<file path="config.mk">
export PLATFORM = sky130hd
export DESIGN_NAME = gcd_stein_hs
export DESIGN_NICKNAME = d
export VERILOG_FILES = /design/src/rtl/gcd_pkg.sv /design/src/rtl/gcd_reduce_step.sv /design/src/rtl/gcd_stein_hs.sv
export SDC_FILE = /design/constraint.sdc
export NUM_CORES = 1
export LEC_CHECK = 0
export ABC_CLOCK_PERIOD_IN_PS = 3800
export CAP_MARGIN = 5
export CORE_UTILIZATION = 50
export DETAILED_ROUTE_END_ITERATION = 16
export PLACE_DENSITY = 0.69
export REMOVE_ABC_BUFFERS = 1
export SYNTH_ARGS = -nofsm -noshare
export SYNTH_HDL_FRONTEND = slang
export SYNTH_HIERARCHICAL = 1
export SYNTH_SLANG_ARGS = --single-unit
export TNS_END_PERCENT = 20
</file>
<file path="constraint.sdc">
create_clock -name clk -period 3.8 [get_ports clk]
set_input_delay 0.76 -clock clk [delete_from_list [all_inputs] [get_ports clk]]
set_output_delay 0.76 -clock clk [all_outputs]
set_load 0.005 [all_outputs]
</file>
<file path="src/rtl/gcd_pkg.sv">
// Shared definitions for the Stein GCD responder: FSM states, default width
// and the worst-case latency bound used by the block and its bench.
package gcd_pkg;

    typedef enum logic [1:0] {
        IDLE   = 2'd0,
        STRIP  = 2'd1,
        REDUCE = 2'd2,
        DONE   = 2'd3
    } state_t;

    localparam int GCD_WIDTH_DEFAULT = 8;

    // Cycles from the accept edge to the first cycle with out_valid high.
    function automatic int max_lat(input int w);
        return 4 * w + 3;
    endfunction

endpackage

</file>
<file path="src/rtl/gcd_reduce_step.sv">
// One binary-GCD reduction step on an odd/even operand pair. Purely
// combinational so the FSM only decides when to apply the step.
module gcd_reduce_step
    import gcd_pkg::*;
#(
    parameter int WIDTH = GCD_WIDTH_DEFAULT
) (
    input  logic [WIDTH-1:0] x,
    input  logic [WIDTH-1:0] y,
    output logic [WIDTH-1:0] x_next,
    output logic [WIDTH-1:0] y_next,
    output logic             eq
);

    // Priority: halve an even x, else halve an even y, else (both odd)
    // finish on equality or subtract the smaller from the larger.
    always_comb begin
        x_next = x;
        y_next = y;
        eq     = 1'b0;
        if (!x[0]) begin
            x_next = x >> 1;
        end else if (!y[0]) begin
            y_next = y >> 1;
        end else if (x == y) begin
            eq = 1'b1;
        end else if (x > y) begin
            x_next = x - y;
        end else begin
            y_next = y - x;
        end
    end

endmodule

</file>
<file path="src/rtl/gcd_stein_hs.sv">
// Sequential binary (Stein) GCD with valid/ready handshakes on both sides.
// One request in flight; one shift or subtract per clock.
module gcd_stein_hs
    import gcd_pkg::*;
#(
    parameter int WIDTH = GCD_WIDTH_DEFAULT,
    parameter int KW    = $clog2(WIDTH) + 1
) (
    input  logic             clk,
    input  logic             rst_n,
    input  logic             in_valid,
    output logic             in_ready,
    input  logic [WIDTH-1:0] a,
    input  logic [WIDTH-1:0] b,
    output logic             out_valid,
    input  logic             out_ready,
    output logic [WIDTH-1:0] result,
    output logic             busy
);

    state_t           state;
    logic [WIDTH-1:0] x;
    logic [WIDTH-1:0] y;
    logic [KW-1:0]    k;
    logic [WIDTH-1:0] x_step;
    logic [WIDTH-1:0] y_step;
    logic             step_eq;

    gcd_reduce_step #(.WIDTH(WIDTH)) u_step (
        .x      (x),
        .y      (y),
        .x_next (x_step),
        .y_next (y_step),
        .eq     (step_eq)
    );

    assign in_ready  = (state == IDLE);
    assign out_valid = (state == DONE);
    assign busy      = (state == STRIP) || (state == REDUCE);

    // Control FSM and operand datapath; the result register holds through
    // any amount of backpressure in DONE.
    always_ff @(posedge clk or negedge rst_n) begin
        if (!rst_n) begin
            state  <= IDLE;
            x      <= '0;
            y      <= '0;
            k      <= '0;
            result <= '0;
        end else begin
            case (state)
                IDLE: begin
                    if (in_valid) begin
                        x <= a;
                        y <= b;
                        k <= '0;
                        // A zero operand makes the other operand the answer.
                        if ((a == '0) || (b == '0)) begin
                            result <= a | b;
                            state  <= DONE;
                        end else begin
                            state  <= STRIP;
                        end
                    end
                end
                STRIP: begin
                    // Pull out the common power of two, remembered in k.
                    if (!x[0] && !y[0]) begin
                        x <= x >> 1;
                        y <= y >> 1;
                        k <= k + KW'(1);
                    end else begin
                        state <= REDUCE;
                    end
                end
                REDUCE: begin
                    if (step_eq) begin
                        // gcd <= min(a, b), so restoring 2^k cannot overflow.
                        result <= x << k;
                        state  <= DONE;
                    end else begin
                        x <= x_step;
                        y <= y_step;
                    end
                end
                DONE: begin
                    if (out_ready) begin
                        state <= IDLE;
                    end
                end
                default: state <= IDLE;
            endcase
        end
    end

endmodule

</file>
==> results.txt <==
Root Driver: clkbuf_8
Core Util, Final: 0.605
Netlist Area Pre-Place: 0.00294 mm²
Least-Margin Pin Slew: 0.719 ns
post-CTS resize count: 0
clock buffer depth: 2
VDD IR max: 0.193 mV
top cells by count, synth: nand2_1 (54), o21ai_0 (42), dfrtp_1 (30)
First-pass DRT Iterations: 5
Synth top area share: 0.256
Post-DP HPWL: 6220 µm
register share of total power: 0.503
XOR/XNOR Fraction of Synth Area: 0.0209
reg-to-reg slack, setup: 0.76 ns
Post-synth EDFFs: 0
simple-gate share of the synthesized area: 0.185
Int Power: 0.488 mW
die height: 78.6 µm
WP data required: 3.96 ns
Post-synth ARST share: 1.00
Via density: 6.16
DRT Wirelength: 8360 µm
worst r2r dst: result[4]$_DFFE_PN0P_
Sw Ratio: 0.231
share of the clock period used by the worst path: 0.800
Clock Skew: 0.0127 ns
Synth cell types: 54
CTS tree: done
crit start category: flop
hold wc startpoint: result[5]$_DFFE_PN0P_
Synth Flop Type: dfrtp_1
RD Place Congestion: 0.965
GRT Total Usage: 0.288
Hold Crit Class: flop to flop
drt initial violations: 224
crit path time final: 3.04 ns
GRT overflow: 0
fmax: 329 MHz
vias in the first global route: 2714
synthesized instance count: 366
yosys warns: 6
R2R depth: 7
final setup vio count: 0
pwr dens: 188 mW/mm²
Hold Fails Final Rpt: 0
Synth area leaders: dfrtp_1 (26%), ha_1 (8.9%), o21ai_0 (7.2%)
number of nets in the layout: 432
status: complete, no violations
final setup TNS: 0 ns
antenna-violating nets left: 0
Synth area leader: dfrtp_1
worst skew pair latency: 0.28 ns
crit-path max FO: 11
WHS Path Cells: 1
Die W: 78.6 µm
sw power: 0.147 mW
Core Area: 0.00557 mm²
max-cap viol count: 0
I/O pin count: 31
power share of the combinational group: 0.067
DRC Markers: 0
Slew headroom: 0.516
placed cell area: 0.00328 mm²
cell with the most instances after synthesis: nand2_1
compound-gate portion of the synthesized area: 0.287
RSZ-0062 raised after global routing: no
Antenna diodes: 0
layout cell share with drive strength beyond 1: 0.100
hold buffers post-CTS: 0
Clock Power Share: 0.430
Worst R2R Start: x[3]$_DFFE_PN0P_
CP endpoint kind: flop
Slew Viols, Final: 0
Avg Cell Area, Syn: 8.02 µm²
CTS Sinks: 30
first-pass GRT wire length: 13700 µm
Hold EP: result[5]$_DFFE_PN0P_
Initial Util: 0.527
postcts setup bufs: 0
Setup Crit Path Kind: flop to flop
Num CTS Buffers: 5
total number of vias: 2848
Pleak: 1.40 nW
largest net degree at the start of global routing: 35
fin area: 0.00337 mm²
H-Tree Depth: 2
die area: 0.00618 mm²
Area Overhead vs Synth: 14.9%
register clock-pin slew on the reported worst setup and hold paths: 0.08 ns
Yosys reg bits: 30
initial antenna violation count: 0
Routed wire per std cell: 18.1 µm
post-synthesis adder-cell area fraction: 0.103
largest family of logic cells by synthesized area: compound AO/OA/AOI/OAI gates
post-synthesis sequential area ratio: 0.256
num rows: 27
Port Buffers: 30
Critical Path AT: 3.20 ns
mux contribution to synthesized area: 0.0865
-- cells by family (layout without fill, tap and decap cells) --
logic type | count (synthesis) | in the layout
xor gates and xnor gates | 7 | 7
DFF | 30 | 30
adders and majority gates | 23 | 23
muxes | 18 | 18
buffers and inverters | 43 | 67
AOI/OAI and AO/OA | 128 | 128
and+or+nand+nor | 117 | 117
-- worst max path at each step --
| stage | start | to | slack [ns] |
|---|---|---|---|
| 3_3_place_gp | x[0]$_DFFE_PN0P_ | y[1]$_DFFE_PN0P_ | 0.81 |
| 3_5_place_dp | x[0]$_DFFE_PN0P_ | x[6]$_DFFE_PN0P_ | 0.82 |
| 2_1_floorplan | x[0]$_DFFE_PN0P_ | x[6]$_DFFE_PN0P_ | 0.48 |
| 6_report | x[3]$_DFFE_PN0P_ | result[4]$_DFFE_PN0P_ | 0.76 |
| 5_1_grt | x[0]$_DFFE_PN0P_ | x[5]$_DFFE_PN0P_ | 0.53 |
| 4_1_cts | x[0]$_DFFE_PN0P_ | x[6]$_DFFE_PN0P_ | 0.79 |
-- critical path, stage by stage (launching register included) --
cell,delay (ns)
dfrtp_1,0.49
ha_1,0.58
and4_1,0.30
nand2_1,0.11
nor2_1,0.22
o21ai_0,0.30
a311oi_4,0.51
mux2_2,0.39
-- layer usage --
layer / up-vias / share of wire / wire length, µm / track usage
met5: - / 0 / 0 / 0
met4: 0 / 0.0071 / 59 / 0.0574
met3: 8 / 0.060 / 501 / 0.0372
met2: 107 / 0.44 / 3690 / 0.446
met1: 1344 / 0.49 / 4100 / 0.426
li1: 1389 / - / - / -
-- power by group through the flow --
stage,Clock [mW],Sequential (mW),Combinational (mW)
after floorplan,0,0.325,0.00637
after global placement,0,0.325,0.0425
after detailed placement,0,0.325,0.0425
after CTS,0.277,0.319,0.0427
after global routing,0.288,0.319,0.0457
final,0.272,0.319,0.0425
-- per-stage QoR --
step | cells | hold WS [ns] | total power [mW] | setup slack, ns
after global routing | 462 | 0.530 | 0.652 | 0.527
after global placement | 454 | 0.493 | 0.368 | 0.808
after floorplan | 344 | 0.464 | 0.332 | 0.480
after detailed placement | 454 | 0.500 | 0.368 | 0.822
final | 462 | 0.515 | 0.634 | 0.761
after CTS | 462 | 0.516 | 0.638 | 0.789
-- cells in the final DEF (no fill, tap or decap), types with 3 or more instances in the layout --
master	instances
a31oi_1	6
mux4_2	5
clkbuf_8	6
o21ai_0	42
o22ai_1	5
mux2i_1	4
o21bai_1	3
ha_1	21
inv_1	21
nor2_1	23
nor3_1	3
clkdlybuf4s50_1	30
xor2_1	6
o221ai_1	6
nand2b_1	3
nor4_1	5
a2bb2oi_1	3
nor2b_1	6
nand2_1	54
nand3_1	9
o21ai_1	4
a22oi_1	15
mux2_2	9
dfrtp_1	30
buf_4	8
o21a_1	3
a21oi_1	22
-- area by class of cell --
type | count | area [µm²]
fill | 550 | 2200
clock buffer | 7 | 86.3
sequential | 30 | 751
tap | 72 | 90.1
clock inverter | 1 | 5.00
inverter | 21 | 78.8
timing repair buffer | 38 | 360
multi-input combinational | 293 | 2000
-- flip-flops by register name, summed over array words and instances (netlist names) --
signal,cells
k,4
x,8
y,8
result,8
state,2
Power figures use the tool's default switching activity.
